## config.mk

```make
export PLATFORM = sky130hd
export DESIGN_NAME = reg_file
export DESIGN_NICKNAME = d
export VERILOG_FILES = /design/src/rtl/cpu_pkg.sv /design/src/rtl/reg_scoreboard.sv /design/src/rtl/reg_file.sv
export SDC_FILE = /design/constraint.sdc
export NUM_CORES = 2
export LEC_CHECK = 0
export BUFFER_PORTS_ARGS = -buffer_cell sky130_fd_sc_hd__buf_4
export CAP_MARGIN = 20
export CORE_UTILIZATION = 35
export DETAILED_ROUTE_END_ITERATION = 10
export PLACE_DENSITY = 0.55
export SETUP_SLACK_MARGIN = 0.2
export SYNTH_ARGS = -nofsm -noshare
export SYNTH_HDL_FRONTEND = slang
export SYNTH_SLANG_ARGS = --single-unit
```

## constraint.sdc

```tcl
create_clock -name clk -period 2.4 [get_ports clk]
set_input_delay 0 -clock clk [delete_from_list [all_inputs] [get_ports clk]]
set_output_delay 0 -clock clk [all_outputs]
set_load 0.1 [all_outputs]
```

## src/rtl/cpu_pkg.sv

```systemverilog
// Shared CPU definitions: datapath width, register-select width, register count.
// Latency: n/a (types and constants only).
// Backpressure: n/a.
package cpu_pkg;

    localparam int XLEN           = 32;
    localparam int REG_SELECT_LEN = 5;
    localparam int NREGS          = 2 ** REG_SELECT_LEN;

    typedef logic [XLEN-1:0]           word_t;
    typedef logic [REG_SELECT_LEN-1:0] reg_sel_t;

endpackage

```

## src/rtl/reg_scoreboard.sv

```systemverilog
// Register busy scoreboard: issue reserves a destination, writeback releases it.
// Latency: busy_1/busy_2 registered, one edge after select, reflecting that edge's update.
// Backpressure: none; set/clear strobes are accepted every cycle.
//
// Ports:
//   clk, rst_n          clock, async active-low reset
//   rsv_en / rsv_sel    reservation (sets a busy bit)
//   clr_en / clr_sel    writeback release (clears a busy bit)
//   rd_sel_1/2          lookup selects
//   busy_1/2            registered busy flags for the lookups
module reg_scoreboard #(
    parameter int REG_SELECT_LEN = cpu_pkg::REG_SELECT_LEN,
    parameter int NREGS          = cpu_pkg::NREGS
) (
    input  logic                      clk,
    input  logic                      rst_n,
    input  logic                      rsv_en,
    input  logic [REG_SELECT_LEN-1:0] rsv_sel,
    input  logic                      clr_en,
    input  logic [REG_SELECT_LEN-1:0] clr_sel,
    input  logic [REG_SELECT_LEN-1:0] rd_sel_1,
    input  logic [REG_SELECT_LEN-1:0] rd_sel_2,
    output logic                      busy_1,
    output logic                      busy_2
);
    import cpu_pkg::*;

    logic [NREGS-1:0] busy_q, busy_d;
    logic             busy_1_q, busy_1_d;
    logic             busy_2_q, busy_2_d;

    always_comb begin
        busy_d = busy_q;
        // Clear first so a same-index reservation in the same cycle wins.
        if (clr_en && (clr_sel != '0)) busy_d[clr_sel] = 1'b0;
        if (rsv_en && (rsv_sel != '0)) busy_d[rsv_sel] = 1'b1;
        // Lookups see the post-update state of this edge.
        busy_1_d = (rd_sel_1 == '0) ? 1'b0 : busy_d[rd_sel_1];
        busy_2_d = (rd_sel_2 == '0) ? 1'b0 : busy_d[rd_sel_2];
    end

    always_ff @(posedge clk or negedge rst_n) begin
        if (!rst_n) begin
            busy_q   <= '0;
            busy_1_q <= 1'b0;
            busy_2_q <= 1'b0;
        end else begin
            busy_q   <= busy_d;
            busy_1_q <= busy_1_d;
            busy_2_q <= busy_2_d;
        end
    end

    assign busy_1 = busy_1_q;
    assign busy_2 = busy_2_q;

endmodule

```

## src/rtl/reg_file.sv

```systemverilog
// Two-read / one-write architectural register file with x0 hardwired to zero and a busy scoreboard.
// Latency: reads registered, one edge; same-edge writes are bypassed into the read data.
// Backpressure: none; reads, writes and reservations are accepted every cycle.
//
// Ports:
//   clk, rst_n             clock, async active-low reset
//   rd_sel_1/2             read selects -> rd_data_1/2, busy_1/2 (registered)
//   wr_en, wr_sel, wr_data writeback; wr_sel/wr_data are don't-care while wr_en=0
//   rsv_en, rsv_sel        issue-time reservation; rsv_sel is don't-care while rsv_en=0
module reg_file #(
    parameter int XLEN           = cpu_pkg::XLEN,
    parameter int REG_SELECT_LEN = cpu_pkg::REG_SELECT_LEN,
    parameter int NREGS          = cpu_pkg::NREGS
) (
    input  logic                      clk,
    input  logic                      rst_n,
    input  logic [REG_SELECT_LEN-1:0] rd_sel_1,
    output logic [XLEN-1:0]           rd_data_1,
    input  logic [REG_SELECT_LEN-1:0] rd_sel_2,
    output logic [XLEN-1:0]           rd_data_2,
    output logic                      busy_1,
    output logic                      busy_2,
    input  logic                      wr_en,
    input  logic [REG_SELECT_LEN-1:0] wr_sel,
    input  logic [XLEN-1:0]           wr_data,
    input  logic                      rsv_en,
    input  logic [REG_SELECT_LEN-1:0] rsv_sel
);
    import cpu_pkg::*;

    logic [XLEN-1:0] regs_q [NREGS];
    logic [XLEN-1:0] regs_d [NREGS];
    logic [XLEN-1:0] rd_data_1_q, rd_data_1_d;
    logic [XLEN-1:0] rd_data_2_q, rd_data_2_d;
    logic            wr_hit;

    // wr_en gates everything else, so an idle Z/X bus on wr_sel/wr_data is harmless.
    assign wr_hit = wr_en && (wr_sel != '0);

    always_comb begin
        regs_d = regs_q;
        if (wr_hit) regs_d[wr_sel] = wr_data;
        // Reading the next-state array gives the write-to-read bypass for free.
        rd_data_1_d = (rd_sel_1 == '0) ? '0 : regs_d[rd_sel_1];
        rd_data_2_d = (rd_sel_2 == '0) ? '0 : regs_d[rd_sel_2];
    end

    always_ff @(posedge clk or negedge rst_n) begin
        if (!rst_n) begin
            for (int i = 0; i < NREGS; i++) regs_q[i] <= '0;
            rd_data_1_q <= '0;
            rd_data_2_q <= '0;
        end else begin
            regs_q      <= regs_d;
            rd_data_1_q <= rd_data_1_d;
            rd_data_2_q <= rd_data_2_d;
        end
    end

    assign rd_data_1 = rd_data_1_q;
    assign rd_data_2 = rd_data_2_q;

    reg_scoreboard #(
        .REG_SELECT_LEN (REG_SELECT_LEN),
        .NREGS          (NREGS)
    ) u_scoreboard (
        .clk      (clk),
        .rst_n    (rst_n),
        .rsv_en   (rsv_en),
        .rsv_sel  (rsv_sel),
        .clr_en   (wr_en),
        .clr_sel  (wr_sel),
        .rd_sel_1 (rd_sel_1),
        .rd_sel_2 (rd_sel_2),
        .busy_1   (busy_1),
        .busy_2   (busy_2)
    );

endmodule

```

## Word level (Yosys, flattened, before mapping)

Index checks and enable logic that the tools add are counted.

| storage, ports and cells | value |
|---|---|
| word-level logic and storage cells | 86 |
| register bits after elaboration | 1122 |
| output and inout bits | 66 |

| operators by class | value |
|---|---|
| muxes and demuxes | 24 |
| magnitude comparators | 10 |
| reductions and logical operators | 9 |
| bitwise gates (word level) | 6 |

Operators by type and width:

| cell | number |
|---|---|
| $bwmux W1024 | 1 |
| $mux W1024 | 1 |
| $bmux W32 S5 | 2 |
| $mux W32 | 9 |
| $demux W32 S5 | 1 |
| $and A32 B32 Y32 | 1 |
| $not A32 Y32 | 1 |
| $or A32 B32 Y32 | 1 |
| $lt A5 B6 Y1 const B | 4 |
| $ge A6 B6 Y1 const B | 3 |
| $not A5 Y6 | 3 |
| $bmux W1 S5 | 2 |
| $demux W1 S5 | 2 |
| $ge A5 B1 Y1 const B | 2 |
| $logic_not A5 Y1 | 2 |
| $reduce_bool A5 Y1 | 2 |
| $lt A6 B1 Y1 const B | 1 |
| $mux W1 | 6 |
| $logic_and A1 B1 Y1 | 5 |

## Logic depth before layout (Yosys ltp)

| depth | value |
|---|---|
| word-level depth | 12 |
| depth in mapped cells | 12 |
| gate-level depth less buffers | 8 |

## Modules after synthesis

From an unflattened synthesis, not the netlist that was laid out.

| second synthesis, totals | value |
|---|---|
| cells, all modules | 6193 |
| area total of the unflattened synthesis | 61657.9 µm² |

By module, submodules not included:

| module | cells each | area each (µm²) | times used | seq. area each (µm²) |
|---|---|---|---|---|
| reg_file | 5925 | 59400.7 | 1 | 27201.1 |
| reg_scoreboard | 268 | 2257.2 | 1 | 825.8 |

## Least setup slack after synthesis

OpenSTA, ideal clock, no wires.

| timing path | value |
|---|---|
| path type | input to register |
| start point | in wr_sel[0] |
| end point | reg rd_data_1_q[21], in the netlist rd_data_1[21] |
| setup time | 0.139 ns |
| stages on the path | 9 |
| buffers on the path | 2 |
| setup slack | 0.071 ns |
| data arrival time | 2.191 ns |
| path through | buf_4 -> or2_2 -> buf_2 -> nor2_4 -> mux2i_1 -> inv_1 -> mux4_2 -> a22o_1 -> or4b_1 |

RTL lines:

| what | RTL line | RTL |
|---|---|---|
| start, declared | reg_file.sv:24 | `input logic [REG_SELECT_LEN-1:0] wr_sel,` |
| end signal, assigned | reg_file.sv:55 | `rd_data_1_q <= rd_data_1_d;` |
| end, declared | reg_file.sv:33 | `logic [XLEN-1:0] rd_data_1_q, rd_data_1_d;` |

## Worst setup path after layout

| timing path | value |
|---|---|
| start point | in rd_sel_2[4] |
| end point | reg rd_data_2_q[19], in the netlist rd_data_2[19] |

| on the way | value |
|---|---|
| longest elaborated chain between the ends | 5 |
| elaborated cells on any way between the ends | 6 |
| those cells by class | 4 x mux; 1 x bitwise; 1 x reduce/logical |

Ends and longest elaborated chain:

| what | RTL line | RTL |
|---|---|---|
| start, declared | reg_file.sv:19 | `input logic [REG_SELECT_LEN-1:0] rd_sel_2,` |
| $not A5 Y6 (implied by the code) | reg_file.sv:45 | `rd_data_2_d = (rd_sel_2 == '0) ? '0 : regs_d[rd_sel_2];` |
| $bmux W32 S5 | reg_file.sv:45 |  |
| $mux W32 (implied by the code) (2 in a row) | reg_file.sv:45 |  |
| $mux W32 (*) | reg_file.sv:45 |  |
| net rd_data_2_d[19] | reg_file.sv:34 | `logic [XLEN-1:0] rd_data_2_q, rd_data_2_d;` |
| end signal, assigned | reg_file.sv:56 | `rd_data_2_q <= rd_data_2_d;` |
| end, declared | reg_file.sv:34 |  |

Mark *: on every way through the listed nets, which the timed path passes. The rest lies on a longest branch. The select of a mux whose other input is x is not followed.

==> impl_results.md <==
* Status: finished, violations left
* Failing checks: setup timing
* H-tree depth at 4
* Hold Path Stages at 5
* Initial Utilization at 35.40%
* Post-synth EDFFs at 0
* Fin util at 46.59%
* RSZ-0062 raised after global routing: yes
* Clock buffer depth at 3
* CP Buf/Inv Count at 2
* Slew headroom at 10.91%
* Vias in the first global route at 53.49k
* Synth top area cells: dfrtp_1, mux4_2, mux2i_1
* Data arrival, critical path at 3.14 ns
* Cell accounting for the most synthesized area: dfrtp_1
* First-pass GRT wire length at 427100 um
* Core Footprint at 172300 um2
* Critical setup path kind: in2reg
* Clock sinks at 1119
* Seq cells post-synth at 1119
* Vias at 54.53k
* Critical path origin: rd_sel_2[4]
* CP peak stage delay at 1.12 ns
* Detailed placement HPWL at 220500 um
* Combinational share of power at 28.6%
* DR pass1 iterations at 8
* Reg2reg path depth at 5
* Fill count at 16.08k
* Die W at 419.5 um
* DR iter-0 viols at 7312
* Sum Neg Setup Slack at -0.02393 ns
* Clk root buf: clkbuf_16
* Clk_lat worst skew at 0.83 ns
* Site row count at 152
* Power Internal at 43.21 mW
* Cell Chain, Critical Path: dlygate4sd3_1 > buf_4 > nand2_1 > nor2_1 > o2111ai_1 > o311ai_0 > nor3_1 > o211ai_1
* Average size of a mapped cell at 11.25 um2
* GPL Wtd Cong at 1.009
* FFs w/ async S/R, synth at 100.0%
* Clock Skew at 0.03021 ns
* Clock Power Share at 34.2%
* Total gr overflow at 0
* Final net count at 6634
* CTS tree: done
* Die Ht at 419.5 um
* Clock slew at reported path FFs at 0.06 ns
* Area of the die at 176000 um2
* Fmax at 412.6 MHz
* Final Hold Fails at 0
* Final ANT Viol Nets at 0
* Ys flop type: dfrtp_1
* Crit path capture type: flip-flop
* Worst hold path startpoint: wr_sel[4]
* Warnings, synthesis at 0
* CP Depth at 8
* Inst Count DP at 8629
* Count of pins over their slew limit at 0
* IO buf count at 121
* VDD IR max at 795.0 uV
* Top Ports at 122
* Critical path's slowest cell: nor2_1
* Worst Path Required at 3.12 ns
* CP Max Fanout at 13
* Post-Syn Area at 61000 um2
* Seq pwr share at 37.3%
* Startpoint Class: input port
* Crit path time final at 2.424 ns
* Leak pwr at 40.62 nW
* WL final at 307600 um
* Register area share after synthesis at 45.90%
* Synthesized Nets at 5479
* Initial antenna violation count at 29
* Layout area overhead at 31.59%
* Drt wl/cell at 34.13 um
* Max Cap Viol at 0
* Switching Power at 20.74 mW
* Non-filler instance count after layout at 9014
* Share of layout cells above drive strength 1 at 35.02%
* # setup viols final at 1
* Slew @ Worst Pin at 1.331 ns
* Net Sw Frac at 32.43%
* PwrDens at 796.7 nW/um2
* Via/cell ratio at 6.049
* Total track usage at 34.78%
* Post-synth top area share at 45.90%
* Reg2reg start: regs_q[177]
* Part of the cycle the worst path needs at 101.0%
* Gate count of the mapped netlist at 5423
* Class of the worst hold path: in2reg
* Drt drc at 0
* Cell variety after synth at 95
* Largest net degree at the start of global routing at 103
* Total CTS buffers at 136
* Largest delay contributor family on the critical path: simple AND/OR/NAND/NOR gates
* Pre-CTS setup slack at -0.7699 ns
* Final WS setup at -0.02393 ns
[registers in the layout, indices dropped and copies added (netlist names)]
register / count
rd_data_2: 32
u_scoreboard.busy_1: 1
u_scoreboard.busy_2: 1
regs_q: 1021
u_scoreboard.busy_q: 32
rd_data_1: 32
[per-layer routing]
metal | global-route usage (%) | wire (um) | share of wire [%] | up-vias
met3 | 10.38 | 33690 | 11 | 985
met2 | 50.44 | 131100 | 43 | 3772
met4 | 22.63 | 23170 | 7.5 | 26
li1 | - | - | - | 21820
met1 | 44.95 | 119500 | 39 | 27930
met5 | 0 | 180 | 0.059 | -
[worst paths after layout]
path                            endpoint  slack, ns
max reg2reg                rd_data_1[17]       0.17
min reg2reg                 regs_q[1008]       0.38
min                          regs_q[309]       0.06
max in group asynchronous    regs_q[574]       0.97
min in group asynchronous    regs_q[363]       0.41
max                        rd_data_2[19]      -0.02
[layout by cell type, fill, tap and decap left out, types with 13 or more instances in the layout]
cell / count
o31ai_1: 18
o221ai_1: 16
buf_4: 1243
nor3_1: 80
nand2_1: 249
a221oi_1: 30
o22ai_1: 122
clkinv_2: 21
nand2_4: 13
mux4_2: 325
diode_2: 19
dlygate4sd3_1: 115
buf_12: 159
a22o_1: 37
a21oi_1: 151
o22a_1: 18
clkbuf_8: 26
inv_1: 635
o21ai_1: 21
a211oi_1: 57
clkbuf_16: 139
o32ai_1: 32
nor2_1: 260
a211o_1: 14
nor4_1: 19
a311oi_1: 13
o21ai_0: 249
mux2_2: 304
nand3_1: 61
a22oi_1: 24
dfrtp_1: 1119
or3_1: 17
mux2i_1: 672
o211ai_1: 51
clkbuf_1: 33
[power by group through the flow]
| stage | Clock (mW) | Combinational [mW] | Sequential (mW) |
|---|---|---|---|
| final | 21.9 | 18.3 | 23.8 |
| after global placement | 0 | 17.2 | 24.0 |
| after floorplan | 0 | 8.68 | 24.8 |
| after global routing | 22.7 | 19.2 | 24.1 |
| after CTS | 22.0 | 17.9 | 23.8 |
| after detailed placement | 0 | 17.5 | 24.1 |
[what timing repair did]
item | 4_1_cts | 5_1_grt
setup buffers | 0 | 4
gates resized for setup | 3 | 24
pin swaps | 0 | 1
hold endpoints to repair | 2088 | 0
endpoints found under the setup margin | 2 | 20
hold buffers | 118 | 0
[kinds of logic (layout without fill, tap and decap cells)]
group                  count (synthesis)  after routing  synth area share [%]
other                                  0             19                     0
AND/OR/NAND/NOR                      822            822                 6.395
flip-flops                          1119           1119                 45.90
buffers and inverters               1152           2414                 7.648
XOR/XNOR                               6              6               0.08614
AO/OA/AOI/OAI                       1012           1012                 11.12
multiplexers                        1312           1312                 28.84
[worst min-delay path: stages]
cell and delay, ns:
buf_4 0.19, nand4b_4 0.18, nor2_4 0.06, buf_12 0.14, mux2_2 0.25
[stage by stage]
stage | total power, mW | hold slack, ns | instance area [um2]
floorplan | 33.51 | -0.2956 | 61040
global placement | 41.20 | -0.04102 | 74310
detailed placement | 41.57 | -0.04753 | 74310
CTS | 63.66 | 0.002648 | 80140
global route | 66.04 | 0.02228 | 80230
finish | 63.95 | 0.05535 | 80270
[cells in the mapped netlist, types with 12 or more instances]
cell	count
a211oi_1	57
nor2_1	267
or3_1	17
o32ai_1	32
mux4_2	325
nor4_1	19
o211ai_1	51
nor3_1	81
buf_4	38
buf_1	65
nand3_1	61
a2111oi_0	13
clkbuf_1	301
a21oi_1	154
a311oi_1	13
o311ai_0	12
dfrtp_1	1119
o21ai_1	16
o22ai_1	123
o31ai_1	18
o21ai_0	257
buf_2	93
inv_1	637
a22oi_1	24
nand2_1	255
mux2i_1	673
a22o_1	37
a221oi_1	31
o221ai_1	17
a211o_1	14
o22a_1	18
mux2_2	307
[cell type report]
| type | instances | area [um2] | area share (%) |
|---|---|---|---|
| inverters | 644 | 2421 | 3.016 |
| clock inverters | 47 | 658.1 | 0.8199 |
| diodes | 19 | 47.55 | 0.05923 |
| repair buffers | 1525 | 13780 | 17.16 |
| well taps | 2310 | 2890 | 3.601 |
| clock buffers | 198 | 3960 | 4.933 |
| flip-flops and latches | 1119 | 28000 | 34.88 |
| multi-input cells | 3152 | 28520 | 35.52 |
(Power assumes the default switching activity.)
